<file path="src/rtl/irq_ctrl.sv">
// Machine-mode interrupt/exception arbiter: external-IRQ synchroniser, msip, optional timer,
// mip presentation and single-cycle trap strobe. Timer is built only with IRQ_CTRL_TIMER_EN defined.
module irq_ctrl #(
  parameter int SYNC_STAGES = 2,
  parameter int TIMER_DIV   = 1
) (
  input  logic        clk,
  input  logic        rst,
  input  logic        irq_ext,
  input  logic        instr_boundary,
  input  logic        exc_valid,
  input  logic [4:0]  exc_cause,
  input  logic [31:0] mie,
  input  logic        irq_en,
  output logic [31:0] mip,
  output logic        trap_pending,
  output logic [31:0] trap_cause,
  output logic        double_trap,
  input  logic        bus_sel,
  input  logic        bus_we,
  input  logic [4:0]  bus_addr,
  input  logic [31:0] bus_wdata,
  output logic [31:0] bus_rdata
);

  typedef enum logic {IDLE, ISSUE} state_t;

  if (SYNC_STAGES < 2 || TIMER_DIV < 1) begin : g_bad_param
    $error("irq_ctrl: SYNC_STAGES must be >= 2 and TIMER_DIV >= 1");
  end

  state_t                 r_state;
  logic [SYNC_STAGES-1:0] r_sync;
  logic                   r_msip;
  logic [31:0]            r_mip;
  logic                   r_trap_pending;
  logic [31:0]            r_trap_cause;
  logic                   r_double_trap;
  logic                   w_wr;
  logic                   w_mtip;
  logic [31:0]            w_irq;
  logic                   w_irq_any;
  logic [4:0]             w_code;
  logic                   w_unused;

  assign w_wr     = bus_sel & bus_we;
  assign w_unused = ^{mie, bus_wdata[31:1]};

  always_ff @(posedge clk) begin
    if (rst) begin
      r_sync <= '0;
      r_msip <= 1'b0;
      r_mip  <= '0;
    end else begin
      r_sync <= {r_sync[SYNC_STAGES-2:0], irq_ext};
      if (w_wr && bus_addr == 5'h00) r_msip <= bus_wdata[0];
      r_mip <= {20'b0, r_sync[SYNC_STAGES-1], 3'b0, w_mtip, 3'b0, r_msip, 3'b0};
    end
  end

`ifdef IRQ_CTRL_TIMER_EN
  localparam int PW = (TIMER_DIV > 1) ? $clog2(TIMER_DIV) : 1;

  logic [63:0]   r_mtime;
  logic [63:0]   r_mtimecmp;
  logic [PW-1:0] r_presc;
  logic          w_tick;

  assign w_tick = (32'(r_presc) == 32'(TIMER_DIV - 1));
  assign w_mtip = (r_mtime >= r_mtimecmp);

  // A software write to mtime overrides the tick and restarts the prescaler.
  always_ff @(posedge clk) begin
    if (rst) begin
      r_mtime    <= '0;
      r_mtimecmp <= '1;
      r_presc    <= '0;
    end else begin
      if (w_wr && bus_addr == 5'h04) begin
        r_mtime[31:0] <= bus_wdata;
        r_presc       <= '0;
      end else if (w_wr && bus_addr == 5'h08) begin
        r_mtime[63:32] <= bus_wdata;
        r_presc        <= '0;
      end else if (w_tick) begin
        r_mtime <= r_mtime + 64'd1;
        r_presc <= '0;
      end else begin
        r_presc <= r_presc + PW'(1);
      end
      if (w_wr && bus_addr == 5'h0C) r_mtimecmp[31:0]  <= bus_wdata;
      if (w_wr && bus_addr == 5'h10) r_mtimecmp[63:32] <= bus_wdata;
    end
  end
`else
  assign w_mtip = 1'b0;
`endif

  always_comb begin
    bus_rdata = '0;
    if (bus_sel) begin
      case (bus_addr)
        5'h00: bus_rdata = {31'b0, r_msip};
`ifdef IRQ_CTRL_TIMER_EN
        5'h04: bus_rdata = r_mtime[31:0];
        5'h08: bus_rdata = r_mtime[63:32];
        5'h0C: bus_rdata = r_mtimecmp[31:0];
        5'h10: bus_rdata = r_mtimecmp[63:32];
`endif
        default: bus_rdata = '0;
      endcase
    end
  end

  // Fixed priority among enabled pending sources: MEI > MSI > MTI.
  assign w_irq     = r_mip & mie;
  assign w_irq_any = w_irq[11] | w_irq[7] | w_irq[3];
  assign w_code    = w_irq[11] ? 5'd11 : (w_irq[3] ? 5'd3 : 5'd7);

  always_ff @(posedge clk) begin
    if (rst) begin
      r_state        <= IDLE;
      r_trap_pending <= 1'b0;
      r_trap_cause   <= '0;
      r_double_trap  <= 1'b0;
    end else begin
      case (r_state)
        IDLE: begin
          r_trap_pending <= 1'b0;
          if (exc_valid) begin
            r_state        <= ISSUE;
            r_trap_pending <= 1'b1;
            r_trap_cause   <= {27'b0, exc_cause};
          end else if (irq_en && instr_boundary && w_irq_any) begin
            r_state        <= ISSUE;
            r_trap_pending <= 1'b1;
            r_trap_cause   <= {1'b1, 26'b0, w_code};
          end
        end
        ISSUE: begin
          r_state        <= IDLE;
          r_trap_pending <= 1'b0;
          if (exc_valid) r_double_trap <= 1'b1;
        end
        default: begin
          r_state        <= IDLE;
          r_trap_pending <= 1'b0;
        end
      endcase
    end
  end

  assign mip          = r_mip;
  assign trap_pending = r_trap_pending;
  assign trap_cause   = r_trap_cause;
  assign double_trap  = r_double_trap;

endmodule

</file>
<file path="config.mk">
export PLATFORM = sky130hd
export DESIGN_NAME = irq_ctrl
export DESIGN_NICKNAME = d
export VERILOG_FILES = /design/src/rtl/irq_ctrl.sv
export SDC_FILE = /design/constraint.sdc
export NUM_CORES = 1
export LEC_CHECK = 0
export CAP_MARGIN = 10
export CORE_UTILIZATION = 25
export DETAILED_ROUTE_END_ITERATION = 8
export GPL_TIMING_DRIVEN = 0
export HOLD_SLACK_MARGIN = 0.15
export PLACE_DENSITY_LB_ADDON = 0.08
export SETUP_SLACK_MARGIN = 0.3
export SLEW_MARGIN = 20
export SYNTH_ARGS = -nofsm -noshare
export SYNTH_HDL_FRONTEND = slang
export SYNTH_SLANG_ARGS = --single-unit
</file>
<file path="constraint.sdc">
create_clock -name clk -period 1.7 [get_ports clk]
set_input_delay 0.34 -clock clk [delete_from_list [all_inputs] [get_ports clk]]
set_output_delay 0.34 -clock clk [all_outputs]
set_load 0.05 [all_outputs]
</file>
# Yosys cells after proc, flatten, opt, wreduce, memory -nomap -nowiden
# Cells that the tools add are included.
[word_totals]
register_bits = 39
latch_bits = 0
ramBits = 0
romBits = 0
in_bits = 82
out_inout_bits = 98
elab_cells = 27
memories = 0
[op_classes]
addsub = 0
multipliers = 0
div = 0
n_lt_le_gt_ge = 0
n_eq_ne = 0
n_shift = 0
n_mux = 9
bitwise_logic = 5
reduce_logical = 7
[ops]
columns = ["cell", "n"]
rows = [
  ["$mux W32", 2],
  ["$and A12 B12 Y12", 1],
  ["$logic_not A5 Y1", 1],
  ["$mux W1", 4],
  ["$mux W4", 1],
  ["$reduce_and A2 Y1", 2],
  ["$logic_and A1 B1 Y1", 3],
  ["$mux W3", 1],
  ["$or A1 B1 Y1", 2],
  ["$pmux W1 S2", 1],
  ["$reduce_bool A2 Y1", 1],
  ["$and A1 B1 Y1", 1],
  ["$not A1 Y1", 1],
]

# Depth between registers and ports, before layout
# Gate-level depths: netlist of run 1.
[depth]
word_depth = 7
ltp_mapped = 3
mapped_depth_nobuf = 3

# Worst setup path after synthesis of run 1
# Ideal clock, no wire load.
[synth_timing]
kind = "input -> output"
from = "input port bus_addr[0]"
to = "output port bus_rdata[0]"
arrival_ns = 1.176
required_ns = 1.360
slack_ns = 0.184
stages = 2
path_buffers = 0
cell_sequence = "nor4_1 -> and4b_1"
[synth_between]
elab_chain_len = 3
[synth_lines]
columns = ["item", "line", "source"]
rows = [
  ["from (decl)", "21", "input logic [4:0] bus_addr,"],
  ["$logic_not A5 Y1", "102", "case (bus_addr)"],
  ["$mux W1", "102", ""],
  ["$mux W1", "101", "if (bus_sel) begin"],
  ["to (decl)", "23", "output logic [31:0] bus_rdata"],
]
# No other way between the ends.

# Worst setup path in the final report of run 1
[layout_timing]
from = "input port bus_addr[2]"
to = "output port bus_rdata[0]"
# Same word-level chain as after synthesis.

==> run_summary.xml, run 1 <==
<?xml version="1.0" encoding="UTF-8"?>
<metrics>
  <group name="placed_design">
    <metric name="place.detailed.hpwl" unit="um">1790</metric>
    <metric name="placed_cells" unit="">301</metric>
    <metric name="gp_congestion" unit="">0.647</metric>
    <metric name="io_buffer_count" unit="">30</metric>
    <metric name="placement.setup.worst_slack" unit="ps">-808</metric>
  </group>
  <group name="global_routing">
    <metric name="grt_usage" unit="">0.0732</metric>
    <metric name="grt_antenna_before_repair" unit="">0</metric>
    <metric name="gr_ovfl_total" unit="">0</metric>
    <metric name="wire_length_of_the_first_global_routing_pass" unit="um">2960</metric>
    <metric name="first_global_vias" unit="">692</metric>
    <metric name="pin_count_of_the_biggest_net_entering_global_routing" unit="">11</metric>
  </group>
  <group name="sta">
    <metric name="hold_viol" unit="">0</metric>
    <metric name="rsz0062_at_grt" unit="">true</metric>
    <metric name="timing.final.ws_setup" unit="ps">244</metric>
    <metric name="post_route_skew" unit="ps">3.29</metric>
    <metric name="report.final.setup_viol" unit="">0</metric>
    <metric name="achievable-frequency" unit="GHz">0.687</metric>
    <metric name="fin_setup_tns" unit="ps">0</metric>
    <metric name="crit_path_time_final" unit="ps">1460</metric>
    <metric name="period_share" unit="">0.856</metric>
    <metric name="finalMaxSlewViolations" unit="">0</metric>
  </group>
  <group name="yosys">
    <metric name="yosysWarningCount" unit="">0</metric>
    <metric name="flip_flop_and_latch_count_after_synthesis" unit="">13</metric>
    <metric name="syn-instance-count" unit="">133</metric>
    <metric name="synth_sequential_area_ratio" unit="">0.225</metric>
    <metric name="synth_edf_count" unit="">0</metric>
    <metric name="synth.lib_cells_used.distinct" unit="">25</metric>
    <metric name="synthesis.area_per_instance" unit="um2">8.69</metric>
    <metric name="predominant_post_synthesis_flop_cell" unit="">dfxtp_1</metric>
    <metric name="synth.cell_area" unit="um2">1160</metric>
    <metric name="ys_async_sr_fraction" unit="">0</metric>
  </group>
  <group name="clock_network">
    <metric name="clock_path_buffers" unit="">2</metric>
    <metric name="clk_pin_slew" unit="ps">50</metric>
    <metric name="clock-root-buffer" unit="">clkbuf_8</metric>
    <metric name="cts.sink_count" unit="">13</metric>
    <metric name="number_of_h_tree_levels" unit="">1</metric>
    <metric name="tritoncts" unit="">built</metric>
    <metric name="cts-buffers-inserted" unit="">3</metric>
    <metric name="clk_latency" unit="ps">240</metric>
  </group>
  <group name="floorplanning">
    <metric name="core.rowCount" unit="">24</metric>
    <metric name="chipWidth" unit="um">70.0</metric>
    <metric name="floorplan.core_area" unit="um2">4410</metric>
    <metric name="initial_utilization" unit="">0.262</metric>
    <metric name="total_die_area" unit="um2">4900</metric>
    <metric name="fp.dieH" unit="um">70.0</metric>
    <metric name="io-pin-count" unit="">180</metric>
  </group>
  <group name="worst_setup_path">
    <metric name="setup.worst_path.start" unit="">bus_addr[2]</metric>
    <metric name="worstReg2RegStart" unit="">mip[11]</metric>
    <metric name="worstSetupStartpointType" unit="">primary input</metric>
    <metric name="setup.worst_path.end" unit="">bus_rdata[0]</metric>
    <metric name="cp_data_arrival_time" unit="ps">1120</metric>
    <metric name="setup.worst_path.class" unit="">primary input to primary output</metric>
    <metric name="rr_endpoint" unit="">trap_cause[3]</metric>
    <metric name="endpoint_kind" unit="">primary output</metric>
    <metric name="critical_path_peak_fanout" unit="">2</metric>
    <metric name="number_of_cells_on_the_worst_reg_to_reg_path" unit="">3</metric>
    <metric name="regToRegSetupSlack" unit="ps">530</metric>
    <metric name="timing.critical_path.required" unit="ps">1360</metric>
  </group>
  <group name="power_and_ir_drop">
    <metric name="power.clock.fraction" unit="">0.198</metric>
    <metric name="vdd_ir_drop_max" unit="mV">0.296</metric>
    <metric name="total_power" unit="mW">1.34</metric>
    <metric name="internal_power" unit="mW">0.699</metric>
    <metric name="switching_share" unit="">0.477</metric>
    <metric name="power.static_leakage" unit="nW">1.17</metric>
    <metric name="power.density" unit="nW/um2">684</metric>
    <metric name="share_comb_of_total_power" unit="">0.555</metric>
    <metric name="power.sequential.fraction" unit="">0.247</metric>
    <metric name="netSwitchingPower" unit="mW">0.639</metric>
  </group>
  <group name="detailed_routing">
    <metric name="met3WireLength" unit="um">339</metric>
    <metric name="routed_wire_length_per_instance" unit="um">6.52</metric>
    <metric name="drt-initial-drc-count" unit="">8</metric>
    <metric name="viasPerCell" unit="">2.94</metric>
    <metric name="detail_route.drc_violations" unit="">0</metric>
    <metric name="final_antenna_net_count" unit="">0</metric>
    <metric name="detailroute.via_count" unit="">903</metric>
    <metric name="maxUsedRoutingLayer" unit="">met4</metric>
    <metric name="drt_pass1_iterations" unit="">5</metric>
    <metric name="met1_length" unit="um">788</metric>
    <metric name="wirelength" unit="um">2000</metric>
    <metric name="met2_wirelength" unit="um">865</metric>
  </group>
  <group name="finish">
    <metric name="fin_util" unit="">0.443</metric>
    <metric name="final_cells" unit="">307</metric>
    <metric name="n_fill_cell" unit="">437</metric>
    <metric name="final_cell_mix" unit="">buf_4 (89), conb_1 (87), dfxtp_1 (11)</metric>
    <metric name="nNetsFinal" unit="">338</metric>
    <metric name="antenna_cells" unit="">0</metric>
    <metric name="final_layout_size_suffix_gt1_frac" unit="">0.463</metric>
    <metric name="flow.area_growth_from_synthesis" unit="%">69.3</metric>
    <metric name="layout_commonest_cell" unit="">buf_4</metric>
  </group>
  <group name="outcome">
    <metric name="result_of_the_run" unit="">finished clean</metric>
  </group>
  <group name="hold_path">
    <metric name="min-delay-path-class" unit="">flop to flop</metric>
  </group>
  <group name="run">
    <metric name="drv.max_cap_violation_count" unit="">0</metric>
  </group>
</metrics>
==> power groups by stage <==
| stage | logic (mW) | registers, mW | clock network (mW) |
|---|---|---|---|
| 3_5_place_dp | 0.735 | 0.337 | 0 |
| 4_1_cts | 0.728 | 0.331 | 0.275 |
| 5_1_grt | 0.773 | 0.333 | 0.286 |
| 3_3_place_gp | 0.736 | 0.336 | 0 |
| 6_report | 0.742 | 0.330 | 0.265 |
| 2_1_floorplan | 0.608 | 0.381 | 0 |
==> how the worst min path moves through the flow <==
| stage | startpoint | slack (ps) | to | depth (start not counted) |
|---|---|---|---|---|
| global placement | r_sync[1] | 420 | mip[11] | 1 |
| floorplan | r_sync[1] | 410 | mip[11] | 1 |
| global route | r_sync[0] | 460 | r_sync[1] | 1 |
| detailed placement | r_sync[1] | 420 | mip[11] | 1 |
| CTS | r_sync[1] | 430 | mip[11] | 1 |
| finish | r_sync[1] | 430 | mip[11] | 1 |
==> cell families after synthesis <==
family	Yosys count	synth area share
buffers and inverters	90	0.575
and+or+nand+nor	17	0.0996
DFF	13	0.225
AOI/OAI and AO/OA	11	0.0877
muxes	1	0.00974
other	1	0.00324
==> timing repair <==
item | in CTS | in global routing
hold buffers | 0 | 0
setup endpoints to repair | 18 | 6
pin swaps | 2 | 4
resized for setup | 51 | 12
setup buffers | 1 | 1
==> synth_stat cells (2+ instances only) <==
cell / instances / share of area
dfxtp_1: 13 / 0.23
o221a_2: 2 / 0.019
o211a_1: 2 / 0.017
nor2_1: 2 / 0.0065
buf_4: 87 / 0.56
inv_1: 2 / 0.0065
a31o_1: 2 / 0.015
nand2_1: 2 / 0.0065
nor2b_1: 5 / 0.027
==> routing by layer <==
| layer | track usage | vias to the layer above |
|---|---|---|
| met2 | 0.118 | 72 |
| met5 | 0 | - |
| met4 | 0.0267 | 0 |
| li1 | - | 502 |
| met3 | 0.0375 | 2 |
| met1 | 0.0826 | 327 |
==> registers in the layout, summed over array words and instances, names as in the netlist <==
register	cells
trap_cause	6
mip	2
r_sync	2
double_trap	1
r_msip	1
trap_pending	1
==> critical path, cell delays in order <==
cell	delay (ps)
buf_6	90
nor4_4	260
and4b_2	270
buf_8	150
==> through the flow <==
| stage | hold slack (ps) | instance area, um2 |
|---|---|---|
| finish | 430 | 1960 |
| detailed placement | 420 | 1850 |
| global route | 462 | 1960 |
| floorplan | 414 | 1480 |
| CTS | 432 | 1910 |
| global placement | 417 | 1850 |
==> cell type report <==
| cell class | instances | area, um2 | area share |
|---|---|---|---|
| Tap cell | 52 | 65.1 | 0.0332 |
| Buffer | 88 | 657 | 0.336 |
| Multi-Input combinational cell | 116 | 587 | 0.300 |
| Sequential cell | 13 | 263 | 0.134 |
| Clock buffer | 4 | 45.0 | 0.0230 |
| Inverter | 2 | 7.51 | 0.00384 |
| Timing Repair Buffer | 32 | 333 | 0.170 |
Power figures use the tool's default switching activity.
==> run 2, diff against run 1 <==
--- a/config.mk
+++ b/config.mk
@@ -6,7 +6,7 @@
 export NUM_CORES = 1
 export LEC_CHECK = 0
 export CAP_MARGIN = 10
-export CORE_UTILIZATION = 25
+export CORE_UTILIZATION = 23
 export DETAILED_ROUTE_END_ITERATION = 8
 export GPL_TIMING_DRIVEN = 0
 export HOLD_SLACK_MARGIN = 0.15
==> constraint.sdc (replaced) <==
create_clock -name clk -period 1.5 [get_ports clk]
set_input_delay 0.3 -clock clk [delete_from_list [all_inputs] [get_ports clk]]
set_output_delay 0.3 -clock clk [all_outputs]
set_load 0.05 [all_outputs]
==> run_summary.xml, run 2 (same netlist as run 1, synthesis figures left out) <==
<?xml version="1.0" encoding="UTF-8"?>
<metrics>
  <group name="power_and_ir_drop">
    <metric name="vdd_ir_drop_max" unit="mV">0.452</metric>
    <metric name="power.static_leakage" unit="nW">1.15</metric>
    <metric name="total_power" unit="mW">1.51</metric>
    <metric name="power.density" unit="nW/um2">790</metric>
  </group>
  <group name="finish">
    <metric name="antenna_cells" unit="">0</metric>
    <metric name="layout_commonest_cell" unit="">buf_4</metric>
    <metric name="ff_latch_area" unit="um2">269</metric>
    <metric name="final_layout_size_suffix_gt1_frac" unit="">0.469</metric>
    <metric name="largest_register_ff_count" unit="">6</metric>
    <metric name="multi_input_combinational_cell_area" unit="um2">589</metric>
    <metric name="fin_util" unit="">0.399</metric>
    <metric name="final_cell_mix" unit="">buf_4 (89), conb_1 (87), dfxtp_1 (10), buf_2 (10), clkdlybuf4s50_1 (8)</metric>
    <metric name="flow.area_growth_from_synthesis" unit="%">65.0</metric>
    <metric name="nNetsFinal" unit="">337</metric>
    <metric name="n_fill_cell" unit="">500</metric>
  </group>
  <group name="sta">
    <metric name="achievable-frequency" unit="GHz">0.724</metric>
    <metric name="hold_viol" unit="">0</metric>
    <metric name="period_share" unit="">0.921</metric>
    <metric name="crit_path_time_final" unit="ps">1380</metric>
    <metric name="post_route_skew" unit="ps">1.47</metric>
    <metric name="report.final.setup_viol" unit="">0</metric>
    <metric name="rsz0062_at_grt" unit="">true</metric>
    <metric name="finalMaxSlewViolations" unit="">0</metric>
  </group>
  <group name="worst_setup_path">
    <metric name="endpoint_kind" unit="">primary output</metric>
    <metric name="number_of_cells_on_the_worst_reg_to_reg_path" unit="">3</metric>
    <metric name="worstPathCellList" unit="">buf_6, nor4_4, and4b_4, buf_8</metric>
    <metric name="cp_data_arrival_time" unit="ps">1080</metric>
    <metric name="setup.worst_path.class" unit="">primary input to primary output</metric>
    <metric name="worstSetupStartpointType" unit="">primary input</metric>
    <metric name="timing.critical_path.required" unit="ps">1200</metric>
    <metric name="critical_path_peak_fanout" unit="">2</metric>
    <metric name="cp_slowest_cell" unit="">nor4_4</metric>
    <metric name="cp_slowest_stage_delay" unit="ps">270</metric>
  </group>
  <group name="detailed_routing">
    <metric name="detailroute.via_count" unit="">913</metric>
    <metric name="drt_pass1_iterations" unit="">4</metric>
    <metric name="viasPerCell" unit="">2.84</metric>
    <metric name="detail_route.drc_violations" unit="">0</metric>
    <metric name="final_antenna_net_count" unit="">0</metric>
    <metric name="drt-initial-drc-count" unit="">17</metric>
    <metric name="routed_wire_length_per_instance" unit="um">6.59</metric>
    <metric name="wirelength" unit="um">2120</metric>
  </group>
  <group name="floorplanning">
    <metric name="initial_utilization" unit="">0.242</metric>
    <metric name="chipWidth" unit="um">72.9</metric>
    <metric name="floorplan.core_area" unit="um2">4790</metric>
    <metric name="io-pin-count" unit="">180</metric>
    <metric name="fp.dieH" unit="um">72.9</metric>
    <metric name="total_die_area" unit="um2">5310</metric>
    <metric name="core.rowCount" unit="">25</metric>
  </group>
  <group name="hold_path">
    <metric name="min_path_cells" unit="">1</metric>
    <metric name="min-delay-path-class" unit="">flop to flop</metric>
  </group>
  <group name="clock_network">
    <metric name="clk_latency" unit="ps">240</metric>
    <metric name="clock-root-buffer" unit="">clkbuf_8</metric>
    <metric name="number_of_h_tree_levels" unit="">1</metric>
    <metric name="tritoncts" unit="">built</metric>
    <metric name="cts-buffers-inserted" unit="">3</metric>
    <metric name="clk_pin_slew" unit="ps">50</metric>
    <metric name="clock_path_buffers" unit="">2</metric>
    <metric name="cts.sink_count" unit="">13</metric>
  </group>
  <group name="global_routing">
    <metric name="pin_count_of_the_biggest_net_entering_global_routing" unit="">11</metric>
    <metric name="grt_usage" unit="">0.0718</metric>
    <metric name="grt_antenna_before_repair" unit="">0</metric>
    <metric name="gr_ovfl_total" unit="">0</metric>
    <metric name="first_global_vias" unit="">688</metric>
    <metric name="wire_length_of_the_first_global_routing_pass" unit="um">2940</metric>
  </group>
  <group name="outcome">
    <metric name="result_of_the_run" unit="">finished clean</metric>
  </group>
  <group name="placed_design">
    <metric name="place.detailed.hpwl" unit="um">1900</metric>
    <metric name="io_buffer_count" unit="">30</metric>
    <metric name="gp_congestion" unit="">0.662</metric>
  </group>
  <group name="run">
    <metric name="drv.max_cap_violation_count" unit="">0</metric>
  </group>
</metrics>
run 2: what timing repair did:
| item | 4_1_cts | 5_1_grt |
|---|---|---|
| setup endpoints to repair | 19 | 3 |
| hold buffers | 0 | 0 |
| pin swaps | 6 | 2 |
| cloned | 0 | 0 |
| buffers inserted | 1 | 0 |
| resized for setup | 84 | 2 |
run 2: power by group:
group / internal, mW / switching, mW
Combinational: 0.230 / 0.601
Sequential: 0.361 / 0.0107
Clock: 0.187 / 0.117
Total: 0.778 / 0.729
run 2: layout make-up:
cell class,instances,share of cell area
flip-flops and latches,13,0.141
repair buffers,31,0.134
plain buffers,88,0.344
inverters,2,0.00393
clock buffers,4,0.0236
well taps,67,0.0439
multi-input cells,116,0.309
run 2: through the flow:
| step | TNS (ps) | hold slack [ps] | setup WS [ps] | cell area [um2] | cells |
|---|---|---|---|---|---|
| after floorplan | 0 | 412 | 262 | 1510 | 219 |
| after global placement | -2480 | 416 | -896 | 1890 | 316 |
| after detailed placement | -2590 | 437 | -916 | 1890 | 316 |
| after CTS | 0 | 438 | 107 | 1890 | 321 |
| after global routing | 0 | 459 | 77.4 | 1910 | 321 |
| final | 0 | 438 | 118 | 1910 | 321 |
run 2: worst max-delay path: cells and delay by family:
family,cells,cell delay (ps)
buffers and inverters,2,230
and+or+nand+nor,2,540
run 2: path summary, 6_finish.rpt:
| kind | startpoint | end | slack (ps) |
|---|---|---|---|
| worst min-delay path | r_sync[0] | r_sync[1] | 440 |
| worst min register to register | r_sync[0] | r_sync[1] | 440 |
| worst max-delay path | bus_addr[3] | bus_rdata[0] | 120 |
| worst max register to register | mip[3] | trap_cause[1] | 360 |
run 2: routing by layer:
metal | vias up | GRT usage | routed length [um]
met5 | - | 0 | 0
met3 | 0 | 0.0539 | 447
met1 | 335 | 0.0771 | 764
met2 | 80 | 0.114 | 904
met4 | 0 | 0.0131 | 0
li1 | 498 | - | -
